**src/rtl/multicycle_control_fsm_pkg.sv**
```systemverilog
// Shared encodings for the multi-cycle MIPS control path: opcodes, datapath
// select codes, ALUOp values seen by the ALU control unit, and FSM states.
package mips_ctrl_pkg;

    localparam logic [5:0] OP_RTYPE = 6'b000000;
    localparam logic [5:0] OP_J     = 6'b000010;
    localparam logic [5:0] OP_BEQ   = 6'b000100;
    localparam logic [5:0] OP_BNE   = 6'b000101;
    localparam logic [5:0] OP_ADDI  = 6'b001000;
    localparam logic [5:0] OP_ADDIU = 6'b001001;
    localparam logic [5:0] OP_SLTI  = 6'b001010;
    localparam logic [5:0] OP_SLTIU = 6'b001011;
    localparam logic [5:0] OP_ANDI  = 6'b001100;
    localparam logic [5:0] OP_ORI   = 6'b001101;
    localparam logic [5:0] OP_LUI   = 6'b001111;
    localparam logic [5:0] OP_LW    = 6'b100011;
    localparam logic [5:0] OP_LBU   = 6'b100100;
    localparam logic [5:0] OP_LHU   = 6'b100101;
    localparam logic [5:0] OP_SB    = 6'b101000;
    localparam logic [5:0] OP_SH    = 6'b101001;
    localparam logic [5:0] OP_SW    = 6'b101011;

    localparam logic [2:0] ALUOP_ADD   = 3'b000;
    localparam logic [2:0] ALUOP_SUB   = 3'b001;
    localparam logic [2:0] ALUOP_RTYPE = 3'b010;
    localparam logic [2:0] ALUOP_AND   = 3'b100;
    localparam logic [2:0] ALUOP_OR    = 3'b101;
    localparam logic [2:0] ALUOP_SLT   = 3'b110;

    localparam logic [1:0] SRCA_PC   = 2'b00;
    localparam logic [1:0] SRCA_REG  = 2'b01;
    localparam logic [1:0] SRCA_ZERO = 2'b10;

    localparam logic [2:0] SRCB_REG     = 3'b000;
    localparam logic [2:0] SRCB_FOUR    = 3'b001;
    localparam logic [2:0] SRCB_IMM     = 3'b010;
    localparam logic [2:0] SRCB_IMM_SH2 = 3'b011;
    localparam logic [2:0] SRCB_ZIMM    = 3'b100;
    localparam logic [2:0] SRCB_LUI     = 3'b101;

    localparam logic [1:0] PCSRC_ALU    = 2'b00;
    localparam logic [1:0] PCSRC_ALUOUT = 2'b01;
    localparam logic [1:0] PCSRC_JUMP   = 2'b10;

    localparam logic [1:0] MSZ_WORD = 2'b00;
    localparam logic [1:0] MSZ_HALF = 2'b01;
    localparam logic [1:0] MSZ_BYTE = 2'b10;

    typedef enum logic [2:0] {
        CLS_R       = 3'd0,
        CLS_JUMP    = 3'd1,
        CLS_BRANCH  = 3'd2,
        CLS_LOAD    = 3'd3,
        CLS_STORE   = 3'd4,
        CLS_IMM     = 3'd5,
        CLS_ILLEGAL = 3'd6
    } op_class_e;

    typedef enum logic [3:0] {
        ST_FETCH     = 4'd0,
        ST_DECODE    = 4'd1,
        ST_MEM_ADDR  = 4'd2,
        ST_MEM_READ  = 4'd3,
        ST_MEM_WB    = 4'd4,
        ST_MEM_WRITE = 4'd5,
        ST_R_EXEC    = 4'd6,
        ST_R_WB      = 4'd7,
        ST_BRANCH    = 4'd8,
        ST_JUMP      = 4'd9,
        ST_I_EXEC    = 4'd10,
        ST_I_WB      = 4'd11,
        ST_ILLEGAL   = 4'd12
    } state_e;

endpackage

```
**src/rtl/multicycle_control_fsm_if.sv**
```systemverilog
// Control bundle between the main FSM (master) and the datapath (slave).
interface multicycle_control_fsm_if #(
    parameter int CNT_W = 32
);
    logic [5:0]       opcode;
    logic             mem_ready;
    logic             PCWrite;
    logic             PCWriteCondEq;
    logic             PCWriteCondNe;
    logic             IorD;
    logic             MemRead;
    logic             MemWrite;
    logic [1:0]       MemSize;
    logic             IRWrite;
    logic             MemtoReg;
    logic             RegDst;
    logic             RegWrite;
    logic [1:0]       PCSource;
    logic [1:0]       ALUSrcA;
    logic [2:0]       ALUSrcB;
    logic [2:0]       ALUOp;
    logic             illegal_op;
    logic             retired;
    logic [CNT_W-1:0] instr_count;

    modport master (
        input  opcode, mem_ready,
        output PCWrite, PCWriteCondEq, PCWriteCondNe, IorD, MemRead, MemWrite,
               MemSize, IRWrite, MemtoReg, RegDst, RegWrite, PCSource,
               ALUSrcA, ALUSrcB, ALUOp, illegal_op, retired, instr_count
    );

    modport slave (
        output opcode, mem_ready,
        input  PCWrite, PCWriteCondEq, PCWriteCondNe, IorD, MemRead, MemWrite,
               MemSize, IRWrite, MemtoReg, RegDst, RegWrite, PCSource,
               ALUSrcA, ALUSrcB, ALUOp, illegal_op, retired, instr_count
    );
endinterface

```
**src/rtl/multicycle_control_fsm_decoder.sv**
```systemverilog
// Combinational opcode classifier: instruction class, access size and the
// I-type ALU setup, so the FSM only has to sequence states.
module mc_opcode_decoder
    import mips_ctrl_pkg::*;
(
    input  logic [5:0] opcode,
    output op_class_e  op_class,
    output logic       is_bne,
    output logic [1:0] mem_size,
    output logic [2:0] imm_alu_op,
    output logic [1:0] imm_src_a,
    output logic [2:0] imm_src_b
);

    // Opcode classification and per-opcode datapath setup
    always_comb begin
        op_class   = CLS_ILLEGAL;
        is_bne     = 1'b0;
        mem_size   = MSZ_WORD;
        imm_alu_op = ALUOP_ADD;
        imm_src_a  = SRCA_REG;
        imm_src_b  = SRCB_IMM;
        case (opcode)
            OP_RTYPE: op_class = CLS_R;
            OP_J:     op_class = CLS_JUMP;
            OP_BEQ:   op_class = CLS_BRANCH;
            OP_BNE: begin
                op_class = CLS_BRANCH;
                is_bne   = 1'b1;
            end
            OP_LW:    op_class = CLS_LOAD;
            OP_LHU: begin
                op_class = CLS_LOAD;
                mem_size = MSZ_HALF;
            end
            OP_LBU: begin
                op_class = CLS_LOAD;
                mem_size = MSZ_BYTE;
            end
            OP_SW:    op_class = CLS_STORE;
            OP_SH: begin
                op_class = CLS_STORE;
                mem_size = MSZ_HALF;
            end
            OP_SB: begin
                op_class = CLS_STORE;
                mem_size = MSZ_BYTE;
            end
            OP_ADDI, OP_ADDIU: op_class = CLS_IMM;
            OP_SLTI, OP_SLTIU: begin
                op_class   = CLS_IMM;
                imm_alu_op = ALUOP_SLT;
            end
            OP_ANDI: begin
                op_class   = CLS_IMM;
                imm_alu_op = ALUOP_AND;
                imm_src_b  = SRCB_ZIMM;
            end
            OP_ORI: begin
                op_class   = CLS_IMM;
                imm_alu_op = ALUOP_OR;
                imm_src_b  = SRCB_ZIMM;
            end
            OP_LUI: begin
                op_class  = CLS_IMM;
                imm_src_a = SRCA_ZERO;
                imm_src_b = SRCB_LUI;
            end
            default: op_class = CLS_ILLEGAL;
        endcase
    end

endmodule

```
**src/rtl/multicycle_control_fsm.sv**
```systemverilog
// Main control FSM of the multi-cycle MIPS datapath: Moore output decode per
// state, memory-ready stalls, and a retired-instruction counter.
module multicycle_control_fsm
    import mips_ctrl_pkg::*;
#(
    parameter int CNT_W = 32
) (
    input  logic                     clk,
    input  logic                     rst,
    multicycle_control_fsm_if.master bus
);

    localparam logic [CNT_W-1:0] CNT_ONE = {{(CNT_W-1){1'b0}}, 1'b1};

    state_e           state_q, state_d;
    logic [CNT_W-1:0] instr_count_q, instr_count_d;

    op_class_e  op_class_s;
    logic       is_bne_s;
    logic [1:0] mem_size_s;
    logic [2:0] imm_alu_op_s;
    logic [1:0] imm_src_a_s;
    logic [2:0] imm_src_b_s;

    logic       pc_write_s, cond_eq_s, cond_ne_s, iord_s, mem_read_s, mem_write_s;
    logic [1:0] mem_size_out_s;
    logic       ir_write_s, memtoreg_s, regdst_s, reg_write_s;
    logic [1:0] pc_source_s, alu_src_a_s;
    logic [2:0] alu_src_b_s, alu_op_s;
    logic       illegal_s, retired_s;

    mc_opcode_decoder u_dec (
        .opcode     (bus.opcode),
        .op_class   (op_class_s),
        .is_bne     (is_bne_s),
        .mem_size   (mem_size_s),
        .imm_alu_op (imm_alu_op_s),
        .imm_src_a  (imm_src_a_s),
        .imm_src_b  (imm_src_b_s)
    );

    // Next-state and output decode; reset forces every output low
    always_comb begin
        state_d        = state_q;
        pc_write_s     = 1'b0;
        cond_eq_s      = 1'b0;
        cond_ne_s      = 1'b0;
        iord_s         = 1'b0;
        mem_read_s     = 1'b0;
        mem_write_s    = 1'b0;
        mem_size_out_s = MSZ_WORD;
        ir_write_s     = 1'b0;
        memtoreg_s     = 1'b0;
        regdst_s       = 1'b0;
        reg_write_s    = 1'b0;
        pc_source_s    = PCSRC_ALU;
        alu_src_a_s    = SRCA_PC;
        alu_src_b_s    = SRCB_REG;
        alu_op_s       = ALUOP_ADD;
        illegal_s      = 1'b0;
        retired_s      = 1'b0;
        if (rst) begin
            state_d = ST_FETCH;
        end else begin
            case (state_q)
                ST_FETCH: begin
                    mem_read_s  = 1'b1;
                    alu_src_b_s = SRCB_FOUR;
                    ir_write_s  = bus.mem_ready;
                    pc_write_s  = bus.mem_ready;
                    state_d     = bus.mem_ready ? ST_DECODE : ST_FETCH;
                end
                ST_DECODE: begin
                    alu_src_b_s = SRCB_IMM_SH2;
                    case (op_class_s)
                        CLS_R:              state_d = ST_R_EXEC;
                        CLS_JUMP:           state_d = ST_JUMP;
                        CLS_BRANCH:         state_d = ST_BRANCH;
                        CLS_LOAD, CLS_STORE: state_d = ST_MEM_ADDR;
                        CLS_IMM:            state_d = ST_I_EXEC;
                        default:            state_d = ST_ILLEGAL;
                    endcase
                end
                ST_MEM_ADDR: begin
                    alu_src_a_s = SRCA_REG;
                    alu_src_b_s = SRCB_IMM;
                    state_d     = (op_class_s == CLS_LOAD) ? ST_MEM_READ : ST_MEM_WRITE;
                end
                ST_MEM_READ: begin
                    iord_s         = 1'b1;
                    mem_read_s     = 1'b1;
                    mem_size_out_s = mem_size_s;
                    state_d        = bus.mem_ready ? ST_MEM_WB : ST_MEM_READ;
                end
                ST_MEM_WB: begin
                    memtoreg_s  = 1'b1;
                    reg_write_s = 1'b1;
                    retired_s   = 1'b1;
                    state_d     = ST_FETCH;
                end
                ST_MEM_WRITE: begin
                    iord_s         = 1'b1;
                    mem_write_s    = 1'b1;
                    mem_size_out_s = mem_size_s;
                    retired_s      = bus.mem_ready;
                    state_d        = bus.mem_ready ? ST_FETCH : ST_MEM_WRITE;
                end
                ST_R_EXEC: begin
                    alu_src_a_s = SRCA_REG;
                    alu_op_s    = ALUOP_RTYPE;
                    state_d     = ST_R_WB;
                end
                ST_R_WB: begin
                    regdst_s    = 1'b1;
                    reg_write_s = 1'b1;
                    retired_s   = 1'b1;
                    state_d     = ST_FETCH;
                end
                ST_BRANCH: begin
                    alu_src_a_s = SRCA_REG;
                    alu_op_s    = ALUOP_SUB;
                    pc_source_s = PCSRC_ALUOUT;
                    cond_eq_s   = ~is_bne_s;
                    cond_ne_s   = is_bne_s;
                    retired_s   = 1'b1;
                    state_d     = ST_FETCH;
                end
                ST_JUMP: begin
                    pc_source_s = PCSRC_JUMP;
                    pc_write_s  = 1'b1;
                    retired_s   = 1'b1;
                    state_d     = ST_FETCH;
                end
                ST_I_EXEC: begin
                    alu_src_a_s = imm_src_a_s;
                    alu_src_b_s = imm_src_b_s;
                    alu_op_s    = imm_alu_op_s;
                    state_d     = ST_I_WB;
                end
                ST_I_WB: begin
                    reg_write_s = 1'b1;
                    retired_s   = 1'b1;
                    state_d     = ST_FETCH;
                end
                ST_ILLEGAL: begin
                    illegal_s = 1'b1;
                    state_d   = ST_FETCH;
                end
                default: state_d = ST_FETCH;
            endcase
        end
    end

    // Retired-instruction counter, wraps modulo 2^CNT_W
    always_comb begin
        if (retired_s) begin
            instr_count_d = instr_count_q + CNT_ONE;
        end else begin
            instr_count_d = instr_count_q;
        end
    end

    // State and counter registers with synchronous reset
    always_ff @(posedge clk) begin
        if (rst) begin
            state_q       <= ST_FETCH;
            instr_count_q <= {CNT_W{1'b0}};
        end else begin
            state_q       <= state_d;
            instr_count_q <= instr_count_d;
        end
    end

    assign bus.PCWrite       = pc_write_s;
    assign bus.PCWriteCondEq = cond_eq_s;
    assign bus.PCWriteCondNe = cond_ne_s;
    assign bus.IorD          = iord_s;
    assign bus.MemRead       = mem_read_s;
    assign bus.MemWrite      = mem_write_s;
    assign bus.MemSize       = mem_size_out_s;
    assign bus.IRWrite       = ir_write_s;
    assign bus.MemtoReg      = memtoreg_s;
    assign bus.RegDst        = regdst_s;
    assign bus.RegWrite      = reg_write_s;
    assign bus.PCSource      = pc_source_s;
    assign bus.ALUSrcA       = alu_src_a_s;
    assign bus.ALUSrcB       = alu_src_b_s;
    assign bus.ALUOp         = alu_op_s;
    assign bus.illegal_op    = illegal_s;
    assign bus.retired       = retired_s;
    assign bus.instr_count   = instr_count_q;

endmodule

```
**src/flat_wrapper.sv**
```systemverilog
// flat-port wrapper written by rule: the top's interface ports become plain ports
module multicycle_control_fsm_flat import mips_ctrl_pkg::*;
#(
    parameter int CNT_W = 32
)
  (clk, rst, bus_opcode, bus_mem_ready, bus_PCWrite, bus_PCWriteCondEq, bus_PCWriteCondNe, bus_IorD, bus_MemRead, bus_MemWrite, bus_MemSize, bus_IRWrite, bus_MemtoReg, bus_RegDst, bus_RegWrite, bus_PCSource, bus_ALUSrcA, bus_ALUSrcB, bus_ALUOp, bus_illegal_op, bus_retired, bus_instr_count);
  multicycle_control_fsm_if #(.CNT_W(CNT_W)) bus_i ();
  input  logic clk;
  input  logic rst;
  input wire logic [$bits(bus_i.opcode)-1:0] bus_opcode;
  input wire logic [$bits(bus_i.mem_ready)-1:0] bus_mem_ready;
  output wire logic [$bits(bus_i.PCWrite)-1:0] bus_PCWrite;
  output wire logic [$bits(bus_i.PCWriteCondEq)-1:0] bus_PCWriteCondEq;
  output wire logic [$bits(bus_i.PCWriteCondNe)-1:0] bus_PCWriteCondNe;
  output wire logic [$bits(bus_i.IorD)-1:0] bus_IorD;
  output wire logic [$bits(bus_i.MemRead)-1:0] bus_MemRead;
  output wire logic [$bits(bus_i.MemWrite)-1:0] bus_MemWrite;
  output wire logic [$bits(bus_i.MemSize)-1:0] bus_MemSize;
  output wire logic [$bits(bus_i.IRWrite)-1:0] bus_IRWrite;
  output wire logic [$bits(bus_i.MemtoReg)-1:0] bus_MemtoReg;
  output wire logic [$bits(bus_i.RegDst)-1:0] bus_RegDst;
  output wire logic [$bits(bus_i.RegWrite)-1:0] bus_RegWrite;
  output wire logic [$bits(bus_i.PCSource)-1:0] bus_PCSource;
  output wire logic [$bits(bus_i.ALUSrcA)-1:0] bus_ALUSrcA;
  output wire logic [$bits(bus_i.ALUSrcB)-1:0] bus_ALUSrcB;
  output wire logic [$bits(bus_i.ALUOp)-1:0] bus_ALUOp;
  output wire logic [$bits(bus_i.illegal_op)-1:0] bus_illegal_op;
  output wire logic [$bits(bus_i.retired)-1:0] bus_retired;
  output wire logic [$bits(bus_i.instr_count)-1:0] bus_instr_count;
  assign bus_i.opcode = bus_opcode;
  assign bus_i.mem_ready = bus_mem_ready;
  assign bus_PCWrite = bus_i.PCWrite;
  assign bus_PCWriteCondEq = bus_i.PCWriteCondEq;
  assign bus_PCWriteCondNe = bus_i.PCWriteCondNe;
  assign bus_IorD = bus_i.IorD;
  assign bus_MemRead = bus_i.MemRead;
  assign bus_MemWrite = bus_i.MemWrite;
  assign bus_MemSize = bus_i.MemSize;
  assign bus_IRWrite = bus_i.IRWrite;
  assign bus_MemtoReg = bus_i.MemtoReg;
  assign bus_RegDst = bus_i.RegDst;
  assign bus_RegWrite = bus_i.RegWrite;
  assign bus_PCSource = bus_i.PCSource;
  assign bus_ALUSrcA = bus_i.ALUSrcA;
  assign bus_ALUSrcB = bus_i.ALUSrcB;
  assign bus_ALUOp = bus_i.ALUOp;
  assign bus_illegal_op = bus_i.illegal_op;
  assign bus_retired = bus_i.retired;
  assign bus_instr_count = bus_i.instr_count;
  multicycle_control_fsm #(.CNT_W(CNT_W)) u_core (.clk(clk), .rst(rst), .bus(bus_i));
endmodule
```
**config.mk**
```make
export PLATFORM = sky130hd
export DESIGN_NAME = multicycle_control_fsm_flat
export DESIGN_NICKNAME = d
export VERILOG_FILES = /design/src/rtl/multicycle_control_fsm_pkg.sv /design/src/rtl/multicycle_control_fsm_if.sv /design/src/rtl/multicycle_control_fsm_decoder.sv /design/src/rtl/multicycle_control_fsm.sv /design/src/flat_wrapper.sv
export SDC_FILE = /design/constraint.sdc
export NUM_CORES = 1
export LEC_CHECK = 0
export BUFFER_PORTS_ARGS = -buffer_cell sky130_fd_sc_hd__buf_4
export CAP_MARGIN = 10
export CELL_PAD_IN_SITES_DETAIL_PLACEMENT = 1
export CELL_PAD_IN_SITES_GLOBAL_PLACEMENT = 1
export CORE_UTILIZATION = 37
export CTS_CLUSTER_DIAMETER = 80
export CTS_CLUSTER_SIZE = 28
export DETAILED_ROUTE_END_ITERATION = 10
export GPL_TIMING_DRIVEN = 0
export PLACE_DENSITY = 0.84
export SYNTH_ARGS = -nofsm -noshare
export SYNTH_HDL_FRONTEND = slang
export SYNTH_HIERARCHICAL = 1
export SYNTH_SLANG_ARGS = --single-unit
```
**constraint.sdc**
```tcl
create_clock -name clk -period 3.1 [get_ports clk]
set_input_delay 0.62 -clock clk [delete_from_list [all_inputs] [get_ports clk]]
set_output_delay 0.62 -clock clk [all_outputs]
set_load 0.02 [all_outputs]
```
==> impl_metrics.json <==
{
  "post_cts_buffers": 0,
  "pwr-share-comb_pct": 27.1,
  "routedWlPerCell_um": 16.0,
  "ys_ff_latch": 36,
  "portBuffers": 61,
  "maxSlewViolCount": 0,
  "synthDistinctLibCells": 48,
  "syn_area_mm2": 0.00237,
  "clkPwrFrac_pct": 29.8,
  "p_per_area_mw_per_mm2": 377,
  "fin_tns_setup_ns": 0,
  "ff2ff_path_depth": 7,
  "nets": 396,
  "antenna_cells": 0,
  "cpPeakStageDelay_ns": 0.51,
  "yosys_warnings": 6,
  "multi_input_area_mm2": 0.00149,
  "slew_headroom_pct": 61.0,
  "die_h_um": 82.1,
  "worstPathRequired_ns": 2.48,
  "cts-resized-gates": 0,
  "synthArstFlopShare_pct": 0,
  "ant_nets": 0,
  "seqPwrFrac_pct": 43.1,
  "syn_inst": 318,
  "start_kind": "primary input",
  "grt_max_degree": 13,
  "syn_nets": 328,
  "cts_tree": "done",
  "critical-path-slowest-cell": "clkbuf_1",
  "pre_cts_slack_ns": 0.342,
  "fmax_ghz": 0.357,
  "synth_edf_count": 0,
  "crit_arrival_ns": 2.18,
  "clk_latency_ns": 0.29,
  "hold_class": "reg2reg",
  "initial_utilization_pct": 39.2,
  "critPathMaxFanout": 10,
  "die_w_um": 82.1,
  "total_leakage_power_nw": 1.16,
  "cpMostUsedCell": "clkbuf_1",
  "whs_ns": 0.506,
  "htreeDepth": 2,
  "synth-seq-area-share_pct": 30.3,
  "outcome": "finished clean",
  "syn_to_final_growth_pct": 26.9,
  "post_route_cells_drive_above_1_share_pct": 21.7,
  "period_share_pct": 90.3,
  "internal_power_w": 0.000743,
  "antenna_found_initial": 0,
  "rsz0062_at_grt": "false",
  "grt_pass1_wl_um": 11600,
  "avgSynthCellArea_um2": 7.47,
  "clkTransAtPathRegs_ns": 0.08,
  "finalCriticalPeriod_ns": 2.80,
  "synthFlopType": "dfxtp_1",
  "critPathKind": "in2out",
  "path_cells": "clkbuf_1, clkbuf_1, clkbuf_1, nor2_1, buf_4",
  "num_rows": 28,
  "vias": 2593,
  "setup_violations": 0,
  "grt_pass1_vias": 2421,
  "setup.worst_path.end_class": "primary output",
  "grt-ovfl-total": 0,
  "switchingPower_w": 0.000393,
  "cts_root_buf": "clkbuf_8",
  "cts_hold_buf": 0,
  "io_pins": 65,
  "cts_max_path_buffers": 2,
  "dpl.hpwl_um": 5490,
  "hold_viol_final": 0,
  "first_pass_iters": 4,
  "ir_drop_mv": 0.275,
  "core_area_mm2": 0.00606,
  "power_w": 0.00114,
  "die_area_mm2": 0.00674,
  "totalWireLength_um": 7380,
  "drc": 0,
  "worst_pin_slew_ns": 0.585,
  "drtIter0Drc": 88,
  "clock_sinks": 36,
  "finClkSkew_ns": 0.00919,
  "n_fill_cell": 799,
  "gp_congestion": 0.817,
  "max_cap_violations": 0,
  "grt_usage_pct": 22.1,
  "via_per_inst": 5.61,
  "fin_ws_ns": 0.302,
  "hold_depth": 2,
  "area.sequential_um2": 721,
  "swShare_pct": 34.6,
  "cts_buffers": 5
}
cell usage after synthesis (3+ instances only):
cell type  number  share of area [%]
buf_6           5                2.4
buf_1           3               0.47
xor2_1          3                1.1
nor4bb_1        3                1.3
and2_1         10                2.6
nor2b_1        10                2.6
or4_1           3               0.95
o31ai_1         3               0.95
nand2_1        21                3.3
nor4b_1         4                1.5
or3_1          11                2.9
nand3_1        11                2.3
o21ai_0        14                3.0
clkbuf_1        9                1.4
a21oi_1        24                5.1
inv_1          11                1.7
nand4_1         7                1.8
nor3_1         17                3.6
a21o_1          3               0.95
a31oi_1         3               0.79
nor2_1         38                6.0
and4_1          3                1.1
and3_1          5                1.3
nor4_1          9                2.4
dfxtp_1        36                 30
nand3b_1        3               0.95
xnor2_1        18                6.6
nand2b_1        6                1.6
area by class of cell:
| cell class | instances | area share (%) |
|---|---|---|
| plain buffers | 21 | 4.11 |
| multi-input cells | 250 | 49.4 |
| flip-flops and latches | 36 | 23.9 |
| well taps | 75 | 3.11 |
| inverters | 11 | 1.37 |
| repair buffers | 61 | 15.2 |
| clock buffers | 5 | 2.28 |
| clock inverters | 3 | 0.623 |
state kept, by name, indices dropped and copies added, names as in the netlist:
name	cells
u_core/state_q	4
u_core/bus.instr_count	32
worst max-delay path: cells and delay by family:
family	cells	cell delay, ns
AND/OR/NAND/NOR	1	0.11
buffers and inverters	4	1.44
metrics by stage:
stage,cells,area (um^2),utilization [%]
floorplan,318,2370,-
CTS,462,3010,49.7
global route,462,3010,49.7
detailed placement,454,2930,48.3
global placement,454,2930,48.3
finish,462,3010,49.7
power by group through the flow:
stage | registers [W] | logic, W | clock network (W)
3_5_place_dp | 0.000499 | 0.000303 | 0
2_1_floorplan | 0.000499 | 0.000202 | 0
5_1_grt | 0.000491 | 0.000334 | 0.000368
3_3_place_gp | 0.000498 | 0.000297 | 0
4_1_cts | 0.000489 | 0.000306 | 0.000350
6_report | 0.000489 | 0.000308 | 0.000338
metal layers:
layer | GRT usage, % | part of all wire [%]
met5 | 0 | 0
met4 | 4.91 | 0.58
met3 | 3.63 | 3.3
met2 | 38.7 | 49
met1 | 28.2 | 47
path summary, 6_finish.rpt:
kind | start | endpoint | slack (ns)
setup / recovery | rst | bus_retired | 0.30
hold / removal | u_core/bus.instr_count[29] | u_core/bus.instr_count[29] | 0.51
setup reg to reg | u_core/bus.instr_count[0] | u_core/bus.instr_count[22] | 0.73
hold reg to reg | u_core/bus.instr_count[29] | u_core/bus.instr_count[29] | 0.51
cells in the final DEF, fill, tap and decap left out, drive strengths merged, types with 4 or more instances in the layout:
master  synthesis  layout
a21oi          24      24
and2           10      10
and3            5       5
buf            11      72
clkbuf         10      15
dfxtp          36      36
inv            11      11
nand2          21      21
nand2b          6       6
nand3          11      11
nand4           8       8
nor2           38      38
nor2b          11      11
nor3           17      17
nor4            9       9
nor4b           4       4
o21ai          14      14
or3            11      11
or4             4       4
xnor2          18      18
kinds of logic (layout without fill, tap and decap cells):
logic type / count (synthesis) / count (layout) / synth area share [%]
fa+ha+maj: 1 / 1 / 0.527
compound gates: 56 / 56 / 14.0
mux: 2 / 2 / 0.948
xor+xnor: 21 / 21 / 7.75
buf+inv: 32 / 101 / 6.95
flops: 36 / 36 / 30.3
simple gates: 170 / 170 / 39.5
Note: power is estimated with default switching activity, not from simulation.
